$ cat src/rtl/id_ex_shift_reg_pkg.sv
// Shared EX-path types: shifter encodings, funct3 codes and the
// ID/EX entry bundle also carried by the EX/MEM register.
package ex_pkg;

    localparam int XLEN   = 32;
    localparam int SAMT_W = 5;

    localparam logic [1:0] SHIFT_SLL = 2'b00;
    localparam logic [1:0] SHIFT_SRL = 2'b01;
    localparam logic [1:0] SHIFT_SRA = 2'b11;

    localparam logic [2:0] F3_SLL = 3'b001;
    localparam logic [2:0] F3_SRX = 3'b101;

    typedef struct packed {
        logic [XLEN-1:0]   pc;
        logic [XLEN-1:0]   op_a;
        logic [XLEN-1:0]   op_b;
        logic [SAMT_W-1:0] shift_amt;
        logic [1:0]        shift_type;
        logic              is_shift;
        logic [2:0]        funct3;
        logic [4:0]        rd;
        logic              reg_write;
    } entry_t;

    function automatic logic is_shift_f3(input logic [2:0] f3);
        return (f3 == F3_SLL) || (f3 == F3_SRX);
    endfunction

endpackage

$ cat src/rtl/id_ex_shift_reg_if.sv
// ID/EX handshake bundle: decode-side offer (in_*) and EX-side entry (out_*).
// master = decode/EX environment, slave = the pipeline register.
interface id_ex_shift_reg_if #(
    parameter int XLEN = ex_pkg::XLEN
);
    logic            in_valid;
    logic            in_ready;
    logic [XLEN-1:0] in_pc;
    logic [XLEN-1:0] in_rs1_data;
    logic [XLEN-1:0] in_rs2_data;
    logic [XLEN-1:0] in_imm;
    logic [2:0]      in_funct3;
    logic            in_funct7_5;
    logic            in_is_imm;
    logic            in_alu_op;
    logic [4:0]      in_rd;
    logic            in_reg_write;

    logic            out_valid;
    logic            out_ready;
    logic [XLEN-1:0] out_pc;
    logic [XLEN-1:0] out_op_a;
    logic [XLEN-1:0] out_op_b;
    logic [4:0]      out_shift_amt;
    logic [1:0]      out_shift_type;
    logic            out_is_shift;
    logic [2:0]      out_funct3;
    logic [4:0]      out_rd;
    logic            out_reg_write;

    modport master (
        output in_valid, in_pc, in_rs1_data, in_rs2_data, in_imm,
        output in_funct3, in_funct7_5, in_is_imm, in_alu_op,
        output in_rd, in_reg_write, out_ready,
        input  in_ready, out_valid, out_pc, out_op_a, out_op_b,
        input  out_shift_amt, out_shift_type, out_is_shift,
        input  out_funct3, out_rd, out_reg_write
    );

    modport slave (
        input  in_valid, in_pc, in_rs1_data, in_rs2_data, in_imm,
        input  in_funct3, in_funct7_5, in_is_imm, in_alu_op,
        input  in_rd, in_reg_write, out_ready,
        output in_ready, out_valid, out_pc, out_op_a, out_op_b,
        output out_shift_amt, out_shift_type, out_is_shift,
        output out_funct3, out_rd, out_reg_write
    );

endinterface

$ cat src/rtl/id_ex_shift_reg_shift_ctrl_decode.sv
// Combinational shifter-control decode (shared with decode hazard logic).
// In: funct3, funct7_5, alu_op, is_imm, imm[4:0], rs2[4:0]. Out: is_shift, amt, type.
module shift_ctrl_decode
    import ex_pkg::*;
(
    input  logic [2:0]        i_funct3,
    input  logic              i_funct7_5,
    input  logic              i_alu_op,
    input  logic              i_is_imm,
    input  logic [SAMT_W-1:0] i_imm,
    input  logic [SAMT_W-1:0] i_rs2,
    output logic              o_is_shift,
    output logic [SAMT_W-1:0] o_amt,
    output logic [1:0]        o_type
);

    logic w_is_shift;
    logic w_is_right;

    assign w_is_shift = i_alu_op & is_shift_f3(i_funct3);
    assign w_is_right = w_is_shift & (i_funct3 == F3_SRX);

    assign o_is_shift = w_is_shift;

    // Non-shift entries present a zero amount so EX sees a quiet shifter.
    always_comb begin
        o_amt = '0;
        if (w_is_shift) begin
            o_amt = i_is_imm ? i_imm : i_rs2;
        end
    end

    always_comb begin
        o_type = SHIFT_SLL;
        unique case (1'b1)
            (w_is_right & ~i_funct7_5): o_type = SHIFT_SRL;
            (w_is_right &  i_funct7_5): o_type = SHIFT_SRA;
            default:                    o_type = SHIFT_SLL;
        endcase
    end

endmodule

$ cat src/rtl/id_ex_shift_reg.sv
// ID/EX register for the ALU path with one-entry skid buffer and flush.
// Ports: clk, rst (sync, active-high), flush, bus (slave: in_* offer, out_* entry).
module id_ex_shift_reg
    import ex_pkg::*;
#(
    parameter int XLEN = ex_pkg::XLEN
) (
    input  logic               clk,
    input  logic               rst,
    input  logic               flush,
    id_ex_shift_reg_if.slave   bus
);

    logic              w_is_shift;
    logic [SAMT_W-1:0] w_amt;
    logic [1:0]        w_type;
    logic [XLEN-1:0]   w_op_b;
    logic              w_accept;
    logic              w_load;
    entry_t            w_entry;

    entry_t            r_main;
    entry_t            r_skid;
    logic              r_out_valid;
    logic              r_skid_valid;

    shift_ctrl_decode u_dec (
        .i_funct3   (bus.in_funct3),
        .i_funct7_5 (bus.in_funct7_5),
        .i_alu_op   (bus.in_alu_op),
        .i_is_imm   (bus.in_is_imm),
        .i_imm      (bus.in_imm[SAMT_W-1:0]),
        .i_rs2      (bus.in_rs2_data[SAMT_W-1:0]),
        .o_is_shift (w_is_shift),
        .o_amt      (w_amt),
        .o_type     (w_type)
    );

    assign w_op_b = bus.in_is_imm ? bus.in_imm : bus.in_rs2_data;

    always_comb begin
        w_entry            = '0;
        w_entry.pc         = bus.in_pc;
        w_entry.op_a       = bus.in_rs1_data;
        w_entry.op_b       = w_op_b;
        w_entry.shift_amt  = w_amt;
        w_entry.shift_type = w_type;
        w_entry.is_shift   = w_is_shift;
        w_entry.funct3     = bus.in_funct3;
        w_entry.rd         = bus.in_rd;
        w_entry.reg_write  = bus.in_reg_write;
    end

    // Ready comes only from the skid flag, never from out_ready.
    assign bus.in_ready = ~r_skid_valid;

    // A flush drops the offer even when in_ready is high.
    assign w_accept = bus.in_valid & ~r_skid_valid & ~flush;
    assign w_load   = ~r_out_valid | bus.out_ready;

    always_ff @(posedge clk) begin
        if (rst) begin
            r_main       <= '0;
            r_skid       <= '0;
            r_out_valid  <= 1'b0;
            r_skid_valid <= 1'b0;
        end else if (flush) begin
            r_out_valid  <= 1'b0;
            r_skid_valid <= 1'b0;
        end else if (w_load) begin
            if (r_skid_valid) begin
                // Skid is older than any new offer, so it goes first.
                r_main       <= r_skid;
                r_out_valid  <= 1'b1;
                r_skid_valid <= w_accept;
                if (w_accept) begin
                    r_skid <= w_entry;
                end
            end else if (w_accept) begin
                r_main      <= w_entry;
                r_out_valid <= 1'b1;
            end else begin
                r_out_valid <= 1'b0;
            end
        end else if (w_accept) begin
            r_skid       <= w_entry;
            r_skid_valid <= 1'b1;
        end
    end

    assign bus.out_valid      = r_out_valid;
    assign bus.out_pc         = r_main.pc;
    assign bus.out_op_a       = r_main.op_a;
    assign bus.out_op_b       = r_main.op_b;
    assign bus.out_shift_amt  = r_main.shift_amt;
    assign bus.out_shift_type = r_main.shift_type;
    assign bus.out_is_shift   = r_main.is_shift;
    assign bus.out_funct3     = r_main.funct3;
    assign bus.out_rd         = r_main.rd;
    assign bus.out_reg_write  = r_main.reg_write & r_out_valid;

endmodule

$ cat src/flat_wrapper.sv
// flat-port wrapper written by rule: the top's interface ports become plain ports
module id_ex_shift_reg_flat import ex_pkg::*;
#(
    parameter int XLEN = ex_pkg::XLEN
)
  (clk, rst, flush, bus_in_valid, bus_in_pc, bus_in_rs1_data, bus_in_rs2_data, bus_in_imm, bus_in_funct3, bus_in_funct7_5, bus_in_is_imm, bus_in_alu_op, bus_in_rd, bus_in_reg_write, bus_out_ready, bus_in_ready, bus_out_valid, bus_out_pc, bus_out_op_a, bus_out_op_b, bus_out_shift_amt, bus_out_shift_type, bus_out_is_shift, bus_out_funct3, bus_out_rd, bus_out_reg_write);
  id_ex_shift_reg_if #(.XLEN(XLEN)) bus_i ();
  input  logic clk;
  input  logic rst;
  input  logic flush;
  input wire logic [$bits(bus_i.in_valid)-1:0] bus_in_valid;
  input wire logic [$bits(bus_i.in_pc)-1:0] bus_in_pc;
  input wire logic [$bits(bus_i.in_rs1_data)-1:0] bus_in_rs1_data;
  input wire logic [$bits(bus_i.in_rs2_data)-1:0] bus_in_rs2_data;
  input wire logic [$bits(bus_i.in_imm)-1:0] bus_in_imm;
  input wire logic [$bits(bus_i.in_funct3)-1:0] bus_in_funct3;
  input wire logic [$bits(bus_i.in_funct7_5)-1:0] bus_in_funct7_5;
  input wire logic [$bits(bus_i.in_is_imm)-1:0] bus_in_is_imm;
  input wire logic [$bits(bus_i.in_alu_op)-1:0] bus_in_alu_op;
  input wire logic [$bits(bus_i.in_rd)-1:0] bus_in_rd;
  input wire logic [$bits(bus_i.in_reg_write)-1:0] bus_in_reg_write;
  input wire logic [$bits(bus_i.out_ready)-1:0] bus_out_ready;
  output wire logic [$bits(bus_i.in_ready)-1:0] bus_in_ready;
  output wire logic [$bits(bus_i.out_valid)-1:0] bus_out_valid;
  output wire logic [$bits(bus_i.out_pc)-1:0] bus_out_pc;
  output wire logic [$bits(bus_i.out_op_a)-1:0] bus_out_op_a;
  output wire logic [$bits(bus_i.out_op_b)-1:0] bus_out_op_b;
  output wire logic [$bits(bus_i.out_shift_amt)-1:0] bus_out_shift_amt;
  output wire logic [$bits(bus_i.out_shift_type)-1:0] bus_out_shift_type;
  output wire logic [$bits(bus_i.out_is_shift)-1:0] bus_out_is_shift;
  output wire logic [$bits(bus_i.out_funct3)-1:0] bus_out_funct3;
  output wire logic [$bits(bus_i.out_rd)-1:0] bus_out_rd;
  output wire logic [$bits(bus_i.out_reg_write)-1:0] bus_out_reg_write;
  assign bus_i.in_valid = bus_in_valid;
  assign bus_i.in_pc = bus_in_pc;
  assign bus_i.in_rs1_data = bus_in_rs1_data;
  assign bus_i.in_rs2_data = bus_in_rs2_data;
  assign bus_i.in_imm = bus_in_imm;
  assign bus_i.in_funct3 = bus_in_funct3;
  assign bus_i.in_funct7_5 = bus_in_funct7_5;
  assign bus_i.in_is_imm = bus_in_is_imm;
  assign bus_i.in_alu_op = bus_in_alu_op;
  assign bus_i.in_rd = bus_in_rd;
  assign bus_i.in_reg_write = bus_in_reg_write;
  assign bus_i.out_ready = bus_out_ready;
  assign bus_in_ready = bus_i.in_ready;
  assign bus_out_valid = bus_i.out_valid;
  assign bus_out_pc = bus_i.out_pc;
  assign bus_out_op_a = bus_i.out_op_a;
  assign bus_out_op_b = bus_i.out_op_b;
  assign bus_out_shift_amt = bus_i.out_shift_amt;
  assign bus_out_shift_type = bus_i.out_shift_type;
  assign bus_out_is_shift = bus_i.out_is_shift;
  assign bus_out_funct3 = bus_i.out_funct3;
  assign bus_out_rd = bus_i.out_rd;
  assign bus_out_reg_write = bus_i.out_reg_write;
  id_ex_shift_reg #(.XLEN(XLEN)) u_core (.clk(clk), .rst(rst), .flush(flush), .bus(bus_i));
endmodule
$ cat config.mk
export PLATFORM = sky130hd
export DESIGN_NAME = id_ex_shift_reg_flat
export DESIGN_NICKNAME = d
export VERILOG_FILES = /design/src/rtl/id_ex_shift_reg_pkg.sv /design/src/rtl/id_ex_shift_reg_if.sv /design/src/rtl/id_ex_shift_reg_shift_ctrl_decode.sv /design/src/rtl/id_ex_shift_reg.sv /design/src/flat_wrapper.sv
export SDC_FILE = /design/constraint.sdc
export NUM_CORES = 1
export LEC_CHECK = 0
export CAP_MARGIN = 25
export CORE_ASPECT_RATIO = 1.2
export CORE_MARGIN = 3
export CORE_UTILIZATION = 56
export CTS_BUF_LIST = sky130_fd_sc_hd__clkbuf_8
export CTS_CLUSTER_SIZE = 40
export DETAILED_ROUTE_END_ITERATION = 6
export GPL_ROUTABILITY_DRIVEN = 0
export PLACE_DENSITY = 0.88
export SLEW_MARGIN = 5
export SYNTH_ARGS = -nofsm -noshare
export SYNTH_HDL_FRONTEND = slang
export SYNTH_HIERARCHICAL = 1
export SYNTH_SLANG_ARGS = --single-unit
export TNS_END_PERCENT = 5
$ cat constraint.sdc
create_clock -name clk -period 3.3 [get_ports clk]
set_clock_uncertainty 0.05 [all_clocks]
set_input_delay 0.66 -clock clk [delete_from_list [all_inputs] [get_ports clk]]
set_output_delay 0.66 -clock clk [all_outputs]
set_load 0.05 [all_outputs]
==> results of run 1 <==
cell type report:
type / instances / area, um^2 / share of cell area [%]
inverters: 4 / 16.3 / 0.121
clock buffers: 48 / 661 / 4.93
flip-flops and latches: 228 / 4570 / 34.1
multi-input cells: 734 / 4910 / 36.6
well taps: 256 / 320 / 2.39
repair buffers: 282 / 2820 / 21.0
clock inverters: 19 / 109 / 0.812
how the worst min path moves through the flow:
stage | endpoint | slack (ns) | depth (start not counted)
2_1_floorplan | u_core/r_skid[0] | 0.40 | 2
3_3_place_gp | u_core/r_skid[104] | 0.41 | 2
3_5_place_dp | u_core/r_skid[15] | 0.42 | 2
4_1_cts | u_core/r_skid[15] | 0.42 | 2
5_1_grt | u_core/r_skid[102] | 0.45 | 2
6_report | u_core/r_skid[90] | 0.42 | 2
cells by family after synthesis:
group / count (synthesis)
AOI/OAI and AO/OA: 389
buffers and inverters: 250
DFF: 228
muxes: 150
and+or+nand+nor: 195
where the power goes:
group | total (uW) | switching, uW | leakage, uW | internal (uW)
Sequential | 2910 | 57.9 | 0.00186 | 2860
Clock | 2500 | 1120 | 0.000443 | 1390
Combinational | 1180 | 711 | 0.00229 | 468
Total | 6590 | 1880 | 0.00459 | 4710
sequential cells by signal (all words and copies together), names as in the netlist:
signal / cells
u_core/r_skid_valid: 1
u_core/bus.out_is_shift: 1
u_core/bus.out_shift_type: 2
u_core/bus.out_op_b: 32
u_core/bus.out_pc: 32
u_core/bus.out_shift_amt: 5
u_core/bus.out_op_a: 32
u_core/bus.out_valid: 1
u_core/bus.out_rd: 5
u_core/r_skid: 113
u_core/r_main: 1
u_core/bus.out_funct3: 3
stage by stage:
| stage | setup WS [ns] | std cells | hold slack [ns] | area (um^2) | utilization (%) |
|---|---|---|---|---|---|
| floorplan | 1.31 | 1212 | 0.404 | 10900 | - |
| CTS | 0.603 | 1571 | 0.424 | 13400 | 70.6 |
| global route | 0.541 | 1571 | 0.448 | 13400 | 70.6 |
| detailed placement | 0.328 | 1504 | 0.416 | 12600 | 66.5 |
| global placement | 0.421 | 1504 | 0.409 | 12600 | 66.5 |
| finish | 0.625 | 1571 | 0.422 | 13400 | 70.6 |
worst reg2reg max path, delay by kind of cell (launching register included):
kind                   cells  cell delay [ns]
AO/OA/AOI/OAI              1             0.29
flip-flops                 1             0.78
multiplexers               1             0.27
buffers and inverters      1             0.81
cell usage in the layout (no fill, tap or decap), drive strengths merged:
cell           synthesis  routed
a211oi                82      82
a21oi                113     113
a31oi                 81      81
and2                   2       2
and2b                  1       1
and4b                  1       1
buf                  170      27
bufinv                 0       1
clkbuf                76      48
clkdlybuf4s50          0     255
clkinv                 0       5
clkinvlp               0       1
dfxtp                228     228
inv                    4      16
mux2                  32      32
mux2i                118     118
nand2b                33      33
nand3                 81      81
nand3b                 1       1
nor2                   6       6
nor3                  65      65
nor4                   1       1
nor4b                  1       1
o21ai                 81      81
o22ai                 32      32
or2                    1       1
or4                    1       1
or4b                   1       1
routing by layer:
layer,vias up,GRT usage [%],routed length [um]
met5,-,0,57
met4,6,8.56,759
met3,62,8.12,2620
met2,433,45.3,14600
met1,4553,33.5,12200
li1,4498,-,-
==> summary.txt, run 1 <==
Global routing
  • Largest net degree at the start of global routing: 110
  • Vias in the first global route: 9424
  • All-Layer GR Usage: 27.1%
  • Overflow after GRT: 0
  • Initial antenna violation count: 3
  • First-pass GRT wire length: 48500 um

Synthesis
  • Largest family of logic cells by synthesized area: compound AO/OA/AOI/OAI gates
  • Post-synth EDFFs: 0
  • Commonest cells in the netlist: dfxtp_1, mux2i_1, a21oi_1
  • Flops & latches, synth: 228
  • Top cell type's share of synthesized area: 41.7%
  • Synth Area in Simple Gates: 9.68%
  • Mapped Nets: 1357
  • Syn_area_per_cell: 9.03 um^2
  • Synth area leaders: dfxtp_1, mux2i_1, buf_4
  • Post-synthesis cell area: 10900 um^2
  • Main synth FF type: dfxtp_1
  • Synth Area in Compound Gates: 21.0%
  • Yosys Warn Count: 6
  • Sequential-to-total area share from yosys stat: 41.7%
  • Post-Synthesis Cells: 1212
  • Count leader, synth: dfxtp_1
  • Multiplexer share of the synthesized area: 14.1%
  • Yosys cell types: 31
  • Async S/R FF share, synth: 0%
  • Cell taking the most area after synthesis: dfxtp_1
  • XOR/XNOR Fraction of Synth Area: 0%
  • Synthesized-area fraction occupied by adder cells: 0%

Clocking
  • Clk sink count: 228
  • # H-tree levels: 2
  • CTS root buf: clkbuf_8
  • Post-CTS setup buffer count: 0
  • # hold bufs at CTS: 0
  • CTS buffer count: 37
  • Clock tree buffer depth: 3
  • Clock-pin slew on the worst setup and hold paths: 0.06 ns
  • Worst-Skew Late Latency: 0.51 ns
  • CTS resizes: 0
  • CTS tree: yes

Critical path
  • Cells on worst reg2reg path: 3
  • Reg2reg end: u_core/bus.out_op_a[22]
  • Cell depth of the worst setup path: 2
  • Crit path DAT: 1.97 ns
  • Start point of the critical path: u_core/bus.out_valid
  • Required time of the critical path: 2.59 ns
  • WP buf/inv: 1
  • Slowest CP cell: clkdlybuf4s50_1
  • Critical path class: reg -> out
  • Reg2reg setup slack: 1.00 ns
  • Worst Path Max Fanout: 6
  • Worst Setup EP: bus_out_reg_write
  • Crit-path cells: and2_1, clkdlybuf4s50_1
  • Startpoint Class: flop
  • Worst R2R Start: u_core/r_skid_valid
  • Max stage delay on crit path: 0.82 ns
  • Delay-heaviest family, CP: buffers and inverters
  • Critical Path End Type: output port

Timing
  • Final setup fails: 0
  • Setup_tns: 0 ns
  • Worst-margin pin slew: 0.904 ns
  • Slew Viols, Final: 0
  • Crit share post-route: 81.1%
  • Final Hold Violating Endpoints: 0
  • F_max: 374 MHz
  • Crit path time final: 2.68 ns
  • RSZ-0062 raised after global routing: false
  • Slew HR: 39.8%

Placement
  • Number of I/O port buffers: 259
  • Hpwl dp: 18600 um

Layout
  • Layout cells sized above 1: 9.35%
  • Diode count: 0
  • Area grow syn2layout: 22.4%
  • Fillers: 1412
  • Final nets: 1432

Floorplan
  • Initial Util: 57.6%
  • Die span in y: 159 um
  • Die width: 134 um
  • Ports: 260
  • Core Rows: 55
  • Core Region: 19000 um^2
  • DIE AREA: 21300 um^2

Hold path
  • Hold Path Origin: u_core/r_skid[90]
  • Class of the worst hold path: reg -> reg

Drt
  • # DRC: 0
  • Routed vias/inst: 6.08
  • Routed wire length: 30200 um
  • Initial DRC Count: 786
  • DR WL/cell: 19.2 um
  • 1st-pass router iterations: 5
  • DR vias: 9552
  • DRT antenna net count: 0

Job
  • Max_cap viols: 0

Pwr
  • Overall power: 6590 uW
  • Peak supply drop: 0.000329 V
  • Pleak: 0.00459 uW
  • PD cells: 492 nW/um^2

Status
  • Status: finished, final reports clean
Power figures use the tool's default switching activity.
==> run 2: changes to the inputs <==
- CORE_UTILIZATION: 56 -> 52
- PLACE_DENSITY: 0.88 -> 0.83
- clock period: 3.3 -> 2.75 ns (I/O delays scaled with it)
==> run 2 against run 1 <==
First-iteration DRC count rose by 9.3%. Register-to-register slack worse by 0.31 ns. Sequential power is 20% higher. Worst hold slack worse by 0.078 ns. Critical path depth unchanged. Critical endpoint unchanged.
==> summary.txt, run 2 (synthesis gave the netlist of run 1 again) <==
Drt
  • Routed vias/inst: 6.01
  • Initial DRC Count: 859
  • DR WL/cell: 19.3 um
  • DRT antenna net count: 0
  • # DRC: 0
  • 1st-pass router iterations: 5
  • Routed wire length: 30300 um
  • DR vias: 9449

Pwr
  • Switching Fraction: 28.6%
  • PD cells: 579 nW/um^2
  • Comb pwr share: 18.2%
  • Sw Pwr: 2220 uW
  • Seq pwr share: 45.2%
  • Pleak: 0.00456 uW
  • Overall power: 7750 uW
  • Clk pwr share: 36.6%
  • P_int: 5530 uW
  • Peak supply drop: 0.000321 V

Timing
  • Setup_tns: 0 ns
  • Final Hold Violating Endpoints: 0
  • Slew Viols, Final: 0
  • F_max: 385 MHz
  • RSZ-0062 raised after global routing: false
  • Crit path time final: 2.60 ns
  • Worst-margin pin slew: 1.06 ns
  • Slew HR: 29.6%
  • Final setup fails: 0
  • Crit share post-route: 94.5%

Critical path
  • Max stage delay on crit path: 0.81 ns
  • Crit-path cells: and2_1, clkdlybuf4s50_1
  • Critical path class: reg -> out
  • Worst Path Max Fanout: 6
  • Slowest CP cell: clkdlybuf4s50_1
  • Required time of the critical path: 2.15 ns
  • Crit path DAT: 2.00 ns
  • Critical Path End Type: output port
  • Startpoint Class: flop

Global routing
  • Initial antenna violation count: 1
  • GRT met2 Usage: 40.4%
  • Largest net degree at the start of global routing: 113
  • Vias in the first global route: 9156
  • Met1 GRT Util: 33.0%
  • First-pass GRT wire length: 47800 um
  • Gr busiest metal: met2
  • Overflow after GRT: 0
  • All-Layer GR Usage: 25.0%
  • Met3 usage: 6.20%

Layout
  • Max reg flops: 113
  • Area grow syn2layout: 22.3%
  • Fillers: 1669
  • Most flop-heavy register: u_core/r_skid
  • Layout cells sized above 1: 8.88%
  • Commonest non-fill, non-tap cell in the layout: clkdlybuf4s50_1
  • Final nets: 1432
  • Diode count: 0
  • Commonest non-fill, non-tap cells in the layout: clkdlybuf4s50_1, dfxtp_1, mux2i_1

Clocking
  • CTS resizes: 0
  • CTS root buf: clkbuf_8
  • CTS buffer count: 38
  • CTS tree: yes
  • Post-CTS setup buffer count: 0
  • Clk sink count: 228
  • Clock tree buffer depth: 3
  • Clock-pin slew on the worst setup and hold paths: 0.06 ns
  • # H-tree levels: 2
  • Worst-Skew Late Latency: 0.52 ns
  • # hold bufs at CTS: 0

Floorplan
  • Die width: 138 um
  • Die span in y: 165 um
  • DIE AREA: 22800 um^2
  • Core Region: 20500 um^2
  • Core Rows: 57
  • Initial Util: 53.5%
  • Ports: 260

Status
  • Status: finished, final reports clean

Job
  • Max_cap viols: 0

Placement
  • Number of I/O port buffers: 259
  • Hpwl dp: 17900 um

Hold path
  • Class of the worst hold path: in -> reg
==> run 2: final timing paths <==
path	slack (ns)	startpoint	cells after the start	endpoint
max	0.15	u_core/bus.out_valid	2	bus_out_reg_write
min	0.34	bus_in_valid	3	u_core/r_skid[13]
max reg2reg	0.69	u_core/r_skid_valid	3	u_core/bus.out_op_a[6]
min reg2reg	0.42	u_core/r_skid[15]	2	u_core/r_skid[15]
==> run 2: final cells by class <==
class                      count  area (um^2)  share of cell area, %
sequential                   228         4570                   34.1
tap                          265          332                   2.48
timing repair buffer         281         2860                   21.4
clock inverter                11         42.5                  0.318
clock buffer                  48          661                   4.93
inverter                       4         16.3                  0.121
multi-input combinational    734         4910                   36.7
==> run 2: through the flow <==
| stage | area, um^2 | cells | hold WS, ns | util, % | setup slack (ns) |
|---|---|---|---|---|---|
| after floorplan | 10900 | 1212 | 0.404 | - | 0.867 |
| after global placement | 12700 | 1512 | 0.409 | 62.0 | 0.355 |
| after detailed placement | 12700 | 1512 | 0.417 | 62.0 | 0.304 |
| after CTS | 13400 | 1571 | 0.328 | 65.4 | 0.126 |
| after global routing | 13400 | 1571 | 0.330 | 65.4 | 0.0752 |
| final | 13400 | 1571 | 0.345 | 65.4 | 0.152 |
==> run 2: critical path: cells and delay by family, from the launching register on <==
| family | cells | cell delay, ns |
|---|---|---|
| DFF | 1 | 0.45 |
| buffers and inverters | 1 | 0.81 |
| and+or+nand+nor | 1 | 0.21 |
==> run 2: metal layers <==
| layer | share of wire, % | vias up | wire [um] |
|---|---|---|---|
| li1 | - | 4488 | - |
| met4 | 2.5 | 2 | 757 |
| met3 | 8.0 | 54 | 2420 |
| met1 | 42 | 4488 | 12600 |
| met2 | 48 | 417 | 14500 |
| met5 | 0.056 | - | 17 |
==> run 2: power groups by stage <==
stage	clock, uW	combinational (uW)	sequential [uW]
after floorplan	0	992	3550
after global placement	0	1390	3570
after detailed placement	0	1400	3570
after CTS	2880	1410	3500
after global routing	3020	1490	3510
final	2840	1410	3500
